**src/rtl/collision_pkg.sv**
```systemverilog
// ---------------------------------------------------------------------------
// collision_pkg
//   Shared definitions for the car collision scanner and any render/move logic
//   that reasons about car footprints: board and car dimensions, orientation
//   codes, the car-entry record, scanner FSM states and footprint helpers.
//
//   Orientation code: bit0 = vertical, bit1 = long car.
// ---------------------------------------------------------------------------
package collision_pkg;

  localparam int NUM_CARS_DEF = 16;
  localparam int COORD_W      = 10;
  localparam int ORIENT_W     = 2;

  localparam int CAR_THICK = 40;
  localparam int CAR_SHORT = 80;
  localparam int CAR_LONG  = 120;
  localparam int FIELD_W   = 640;
  localparam int FIELD_H   = 480;

  localparam logic [ORIENT_W-1:0] ORIENT_H_SHORT = 2'd0;
  localparam logic [ORIENT_W-1:0] ORIENT_V_SHORT = 2'd1;
  localparam logic [ORIENT_W-1:0] ORIENT_H_LONG  = 2'd2;
  localparam logic [ORIENT_W-1:0] ORIENT_V_LONG  = 2'd3;

  typedef logic [COORD_W-1:0] coord_t;
  // One extra bit so x+w never wraps.
  typedef logic [COORD_W:0]   coord_ext_t;

  typedef struct packed {
    coord_t                x;
    coord_t                y;
    logic [ORIENT_W-1:0]   orient;
  } car_entry_t;

  typedef enum logic [1:0] {
    ST_IDLE = 2'd0,
    ST_SCAN = 2'd1,
    ST_DONE = 2'd2
  } scan_state_e;

  function automatic coord_ext_t car_w(input logic [ORIENT_W-1:0] orient);
    if (orient[0]) car_w = coord_ext_t'(CAR_THICK);
    else           car_w = orient[1] ? coord_ext_t'(CAR_LONG) : coord_ext_t'(CAR_SHORT);
  endfunction

  function automatic coord_ext_t car_h(input logic [ORIENT_W-1:0] orient);
    if (!orient[0]) car_h = coord_ext_t'(CAR_THICK);
    else            car_h = orient[1] ? coord_ext_t'(CAR_LONG) : coord_ext_t'(CAR_SHORT);
  endfunction

endpackage

```
**src/rtl/car_overlap.sv**
```systemverilog
// ---------------------------------------------------------------------------
// car_overlap
//   Combinational footprint intersection of two cars. Footprints are half-open
//   rectangles [x, x+w) x [y, y+h), so cars that only touch edges do not
//   overlap. Shared by the scanner and by render/move logic.
// Ports:
//   a_x_i, a_y_i, a_orient_i   first car top-left and orientation
//   b_x_i, b_y_i, b_orient_i   second car top-left and orientation
//   overlap_o                  1 when the footprints intersect
// ---------------------------------------------------------------------------
module car_overlap
  import collision_pkg::*;
(
  input  logic [COORD_W-1:0]  a_x_i,
  input  logic [COORD_W-1:0]  a_y_i,
  input  logic [ORIENT_W-1:0] a_orient_i,
  input  logic [COORD_W-1:0]  b_x_i,
  input  logic [COORD_W-1:0]  b_y_i,
  input  logic [ORIENT_W-1:0] b_orient_i,
  output logic                overlap_o
);

  coord_ext_t a_l, a_t, a_r, a_b;
  coord_ext_t b_l, b_t, b_r, b_b;

  always_comb begin
    a_l = {1'b0, a_x_i};
    a_t = {1'b0, a_y_i};
    b_l = {1'b0, b_x_i};
    b_t = {1'b0, b_y_i};
    a_r = a_l + car_w(a_orient_i);
    a_b = a_t + car_h(a_orient_i);
    b_r = b_l + car_w(b_orient_i);
    b_b = b_t + car_h(b_orient_i);
    overlap_o = (a_l < b_r) && (b_l < a_r) && (a_t < b_b) && (b_t < a_b);
  end

endmodule

```
**src/rtl/collision_scanner.sv**
```systemverilog
// ---------------------------------------------------------------------------
// collision_scanner
//   Holds a table of NUM_CARS car entries and answers move queries by scanning
//   one entry per clock, reporting collision, lowest colliding index and
//   out-of-bounds. FSM: IDLE -> SCAN -> DONE -> IDLE.
//
//   Build option COLLISION_EARLY_EXIT_EN: when defined, the scan stops at the
//   first hit (result at accept+hit+2); misses still scan the full table.
//   Undefined: every query takes NUM_CARS+1 cycles.
//
// Ports:
//   clk, rst                 clock, synchronous active-high reset
//   wr_en, wr_idx, wr_x, wr_y, wr_orient, wr_valid
//                            table write; committed only while query_ready=1
//   query_valid / query_ready  query handshake (ready only in IDLE)
//   carX, carY, carOrient, carIndex  query car; its own index is skipped
//   result_valid             one-cycle pulse; result fields valid and held
//   collision                overlap with any valid entry, or out of bounds
//   hit_index                lowest overlapping index, 0 if none
//   out_of_bounds            query footprint exceeds the board
// ---------------------------------------------------------------------------
module collision_scanner
  import collision_pkg::*;
#(
  parameter  int NUM_CARS = NUM_CARS_DEF,
  localparam int IDX_W    = $clog2(NUM_CARS)
) (
  input  logic                clk,
  input  logic                rst,
  input  logic                wr_en,
  input  logic [IDX_W-1:0]    wr_idx,
  input  logic [COORD_W-1:0]  wr_x,
  input  logic [COORD_W-1:0]  wr_y,
  input  logic [ORIENT_W-1:0] wr_orient,
  input  logic                wr_valid,
  input  logic                query_valid,
  output logic                query_ready,
  input  logic [COORD_W-1:0]  carX,
  input  logic [COORD_W-1:0]  carY,
  input  logic [ORIENT_W-1:0] carOrient,
  input  logic [IDX_W-1:0]    carIndex,
  output logic                result_valid,
  output logic                collision,
  output logic [IDX_W-1:0]    hit_index,
  output logic                out_of_bounds
);

  localparam logic [IDX_W-1:0] LAST_IDX = IDX_W'(NUM_CARS - 1);

  car_entry_t          table_q [NUM_CARS];
  logic [NUM_CARS-1:0] valid_q;

  scan_state_e         state_q, state_d;
  logic [IDX_W-1:0]    ptr_q, ptr_d;
  car_entry_t          query_q, query_d;
  logic [IDX_W-1:0]    qidx_q, qidx_d;
  logic                oob_q, oob_d;
  logic                hit_found_q, hit_found_d;
  logic [IDX_W-1:0]    hit_idx_q, hit_idx_d;
  logic                collision_q, collision_d;
  logic [IDX_W-1:0]    hit_index_q, hit_index_d;
  logic                out_of_bounds_q, out_of_bounds_d;

  logic                wr_commit;
  logic                entry_overlap;
  logic                entry_hit;
  logic                first_hit;
  logic                scan_end;

  car_overlap u_overlap (
    .a_x_i      (query_q.x),
    .a_y_i      (query_q.y),
    .a_orient_i (query_q.orient),
    .b_x_i      (table_q[ptr_q].x),
    .b_y_i      (table_q[ptr_q].y),
    .b_orient_i (table_q[ptr_q].orient),
    .overlap_o  (entry_overlap)
  );

  assign wr_commit = wr_en && query_ready;
  assign entry_hit = valid_q[ptr_q] && (ptr_q != qidx_q) && entry_overlap;
  assign first_hit = entry_hit && !hit_found_q;

`ifdef COLLISION_EARLY_EXIT_EN
  assign scan_end = (ptr_q == LAST_IDX) || first_hit;
`else
  assign scan_end = (ptr_q == LAST_IDX);
`endif

  // NOTE: every signal driven here gets a default first, so no path leaves a
  // value unassigned and no latch is inferred.
  always_comb begin
    state_d         = state_q;
    ptr_d           = ptr_q;
    query_d         = query_q;
    qidx_d          = qidx_q;
    oob_d           = oob_q;
    hit_found_d     = hit_found_q;
    hit_idx_d       = hit_idx_q;
    collision_d     = collision_q;
    hit_index_d     = hit_index_q;
    out_of_bounds_d = out_of_bounds_q;
    query_ready     = 1'b0;
    result_valid    = 1'b0;

    unique case (state_q)
      ST_IDLE: begin
        query_ready = 1'b1;
        if (query_valid) begin
          query_d     = '{x: carX, y: carY, orient: carOrient};
          qidx_d      = carIndex;
          oob_d       = (({1'b0, carX} + car_w(carOrient)) > coord_ext_t'(FIELD_W)) ||
                        (({1'b0, carY} + car_h(carOrient)) > coord_ext_t'(FIELD_H));
          ptr_d       = '0;
          hit_found_d = 1'b0;
          hit_idx_d   = '0;
          state_d     = ST_SCAN;
        end
      end
      ST_SCAN: begin
        // Ascending scan: the first hit recorded is the lowest index.
        if (first_hit) begin
          hit_found_d = 1'b1;
          hit_idx_d   = ptr_q;
        end
        ptr_d = ptr_q + 1'b1;
        if (scan_end) begin
          collision_d     = hit_found_d || oob_q;
          hit_index_d     = hit_idx_d;
          out_of_bounds_d = oob_q;
          state_d         = ST_DONE;
        end
      end
      ST_DONE: begin
        result_valid = 1'b1;
        state_d      = ST_IDLE;
      end
      default: state_d = ST_IDLE;
    endcase
  end

  always_ff @(posedge clk) begin
    if (rst) begin
      state_q         <= ST_IDLE;
      ptr_q           <= '0;
      query_q         <= '0;
      qidx_q          <= '0;
      oob_q           <= 1'b0;
      hit_found_q     <= 1'b0;
      hit_idx_q       <= '0;
      collision_q     <= 1'b0;
      hit_index_q     <= '0;
      out_of_bounds_q <= 1'b0;
      valid_q         <= '0;
    end else begin
      state_q         <= state_d;
      ptr_q           <= ptr_d;
      query_q         <= query_d;
      qidx_q          <= qidx_d;
      oob_q           <= oob_d;
      hit_found_q     <= hit_found_d;
      hit_idx_q       <= hit_idx_d;
      collision_q     <= collision_d;
      hit_index_q     <= hit_index_d;
      out_of_bounds_q <= out_of_bounds_d;
      if (wr_commit) valid_q[wr_idx] <= wr_valid;
    end
  end

  // NOTE: entry payload is deliberately not reset; clearing valid_q is enough
  // to empty the table and keeps the storage a plain register file.
  always_ff @(posedge clk) begin
    if (wr_commit) table_q[wr_idx] <= '{x: wr_x, y: wr_y, orient: wr_orient};
  end

  assign collision     = collision_q;
  assign hit_index     = hit_index_q;
  assign out_of_bounds = out_of_bounds_q;

endmodule

```
**config.mk**
```make
export PLATFORM = sky130hd
export DESIGN_NAME = collision_scanner
export DESIGN_NICKNAME = d
export VERILOG_FILES = /design/src/rtl/collision_pkg.sv /design/src/rtl/car_overlap.sv /design/src/rtl/collision_scanner.sv
export SDC_FILE = /design/constraint.sdc
export NUM_CORES = 1
export LEC_CHECK = 0
export CAP_MARGIN = 10
export CORE_MARGIN = 1
export CORE_UTILIZATION = 50
export CTS_CLUSTER_DIAMETER = 150
export DETAILED_ROUTE_END_ITERATION = 12
export DONT_BUFFER_PORTS = 1
export SLEW_MARGIN = 10
export SYNTH_ARGS = -nofsm -noshare
export SYNTH_HDL_FRONTEND = slang
export SYNTH_SLANG_ARGS = --single-unit
```
**constraint.sdc**
```tcl
create_clock -name clk -period 5.75 [get_ports clk]
set_input_delay 1.15 -clock clk [delete_from_list [all_inputs] [get_ports clk]]
set_output_delay 1.15 -clock clk [all_outputs]
set_load 0.005 [all_outputs]
```
==> run summary <==
Die extent in x - 191 um
Mapped Nets - 1,202
Maximum level of the CTS H-tree - 2
GRT Util Overall - 0.225
# diodes - 0
Via count - 9,467
Filler cells - 2,713
Final #Nets - 1,222
Max FO, Critical Path - 20
Worst Setup Start Kind - register
Initial antenna violation count - 0
First-pass GRT wire length - 59.4 mm
Cells after Synth - 1,078
# port buffers - 0
Clk sinks - 416
DPL Wire Length - 23.9 mm
Synthesis Warnings - 0
FFs w/ async S/R, synth - 0
Routed wire per std cell - 24.9 um
CP delay by family, top - compound AO/OA/AOI/OAI gates
Yosys reg bits - 416
Max-slew violations - 0
Initial Util - 0.512
Rows - 68
Worst Hold Launch - oob_q
Number of global-route vias before repair - 9,582
CP cell instances - buf_4, mux4_2, mux4_2, ha_1, and3_1, nand3_1, o211ai_1, nand2_1, xor2_1, ha_1, nand4_1, o31ai_1, a31oi_1, a32o_1, nand3_1, a311oi_1
Worst EP required - 6220 ps
CP max stage cell - dfxtp_4
CP Class - register to register
CTS root buffer - clkbuf_16
Max frequency - 0.199 GHz
Post-DR vias/cell - 5.96
Synth unique cells - 55
Worst Skew - 25.2 ps
Crit path DAT - 5500 ps
FF-to-FF setup slack - 720 ps
Most common cell after layout, fill and taps aside - edfxtp_1
Routed Antenna Nets - 0
Worst Hold Class - register to register
Drt first pass iters - 4
Syn avg cell area - 16.6 sq um
Cts hold-fix bufs - 0
Final wirelength - 39.6 mm
WHS Endpoint - out_of_bounds
Min Tclk post-route - 5030 ps
Final WS setup - 720 ps
Share of layout cells above drive strength 1 - 0.192
Register cell area after layout - 0.0119 sq mm
CTS tree - built
Worst vdd ir - 0.203 mV
Final setup vio count - 0
Area delta synth->final - 11.2%
Total gr overflow - 0
Total CTS buffers - 44
Hold Path Stages - 2
Multi-input gate area - 0.00577 sq mm
RSZ-0062 raised after global routing - no
Initial DRC count - 728
Number of gates resized after cts - 0
Leak pwr - 6.49 nW
Post-synth EDFFs - 352
Full die area - 0.0365 sq mm
Maximum root-to-sink buffer count - 3
Worst Max-Slew Pin Slew - 1160 ps
Netlist Area Pre-Place - 0.0179 sq mm
CP endpoint kind - register
Slowest stage delay, CP - 620 ps
Main synth FF type - edfxtp_1
Worst Path Buf+Inv - 1
Max transition margin - 0.226
Fin Setup TNS - 0 ps
Clk Latency, worst-skew pair - 580 ps
Dpl ws - 722 ps
Chip height - 191 um
Boundary Pins - 65
DRC - 0
Status - complete, no violations
GP Congestion - 0.870
Final Hold Viols - 0
Pwr/cell area - 327 mW/mm^2
Max cap viols - 0
Most frequent cells in the layout - edfxtp_1 (352), mux4_2 (109), nand2_1 (91), a21oi_1 (69), ha_1 (61)
Largest net degree at the start of global routing - 61
R2R depth - 16
Clock slew at reported path FFs - 60 ps
Final Cycle Share - 0.875
Core Region - 0.0349 sq mm
Worst r2r dst - hit_index[1]
Post-CTS setup buffer count - 0
Sequential fraction of the synthesis area - 0.664
[registers in the layout (all words and copies together), names as in the netlist, named ones only]
name / cells
oob_q: 1
ptr_q: 4
hit_idx_q: 4
hit_index: 4
table_q: 352
state_q: 2
query_q: 22
collision: 1
qidx_q: 4
out_of_bounds: 1
hit_found_q: 1
valid_q: 16
[cell usage after synthesis, types with 6 or more instances]
library cell	count	area share
edfxtp_1	352	0.59
mux4_2	109	0.14
nand2_1	91	0.019
a21oi_1	69	0.019
dfxtp_1	64	0.072
ha_1	61	0.043
nor2_1	40	0.0084
inv_1	32	0.0067
clkbuf_1	25	0.0053
a21o_1	21	0.0088
o21ai_0	20	0.0056
nand3_1	18	0.0050
xor2_1	18	0.0088
nor2b_1	14	0.0049
nand4_1	13	0.0046
nor3_1	12	0.0034
xnor2_1	11	0.0054
nand2b_1	9	0.0032
a22oi_1	8	0.0034
buf_2	8	0.0022
a211oi_1	7	0.0029
fa_1	6	0.0067
[layer usage]
| metal | part of all wire | global-route usage | wire, um | up-vias |
|---|---|---|---|---|
| met3 | 0.053 | 0.0397 | 2120 | 64 |
| met1 | 0.44 | 0.314 | 17600 | 4848 |
| li1 | - | - | - | 4322 |
| met2 | 0.48 | 0.360 | 18900 | 233 |
| met5 | 0 | 0.00275 | 0 | - |
| met4 | 0.024 | 0.0745 | 960 | 0 |
[cells by family after synthesis]
family / count (synthesis) / synth area share
xor gates and xnor gates: 29 / 0.0142
adders and majority gates: 67 / 0.0495
buffers and inverters: 77 / 0.0193
muxes: 113 / 0.140
DFF: 416 / 0.664
and+or+nand+nor: 218 / 0.0568
AOI/OAI and AO/OA: 158 / 0.0569
[where the power goes]
group / total [mW] / switching (mW) / internal [mW]
combinational: 0.432 / 0.235 / 0.197
clock: 2.73 / 1.17 / 1.56
sequential: 3.35 / 0.0340 / 3.31
total: 6.50 / 1.44 / 5.07
[worst max-delay path by stage]
stage                         endpoint  slack, ps  cells after the start
after CTS                 hit_index[0]        680                     16
after floorplan           hit_index[2]        500                     21
after global routing      hit_index[1]        360                     16
after detailed placement  hit_index[0]        720                     16
final                     hit_index[1]        720                     16
after global placement    hit_index[1]        740                     16
[area by class of cell]
cell class / count / share of cell area
multi-input combinational: 585 / 0.291
tap: 455 / 0.0287
clock inverter: 26 / 0.0121
clock buffer: 56 / 0.0577
timing repair buffer: 19 / 0.00781
sequential: 416 / 0.597
inverter: 32 / 0.00605
[worst min-delay path: cells and delay by family, from the launching register on]
kind / cells / cell delay (ps)
DFF: 1 / 320
and+or+nand+nor: 1 / 60
AOI/OAI and AO/OA: 1 / 50
[stage by stage]
stage | total power, mW | util | hold WS (ps) | cells | cell area, sq um
2_1_floorplan | 3.74 | - | 440 | 1078 | 17900
3_3_place_gp | 3.84 | 0.530 | 454 | 1507 | 18500
3_5_place_dp | 3.84 | 0.530 | 460 | 1507 | 18500
4_1_cts | 6.56 | 0.569 | 471 | 1589 | 19900
5_1_grt | 6.71 | 0.569 | 481 | 1589 | 19900
6_report | 6.50 | 0.569 | 468 | 1589 | 19900
Power figures use the tool's default switching activity.
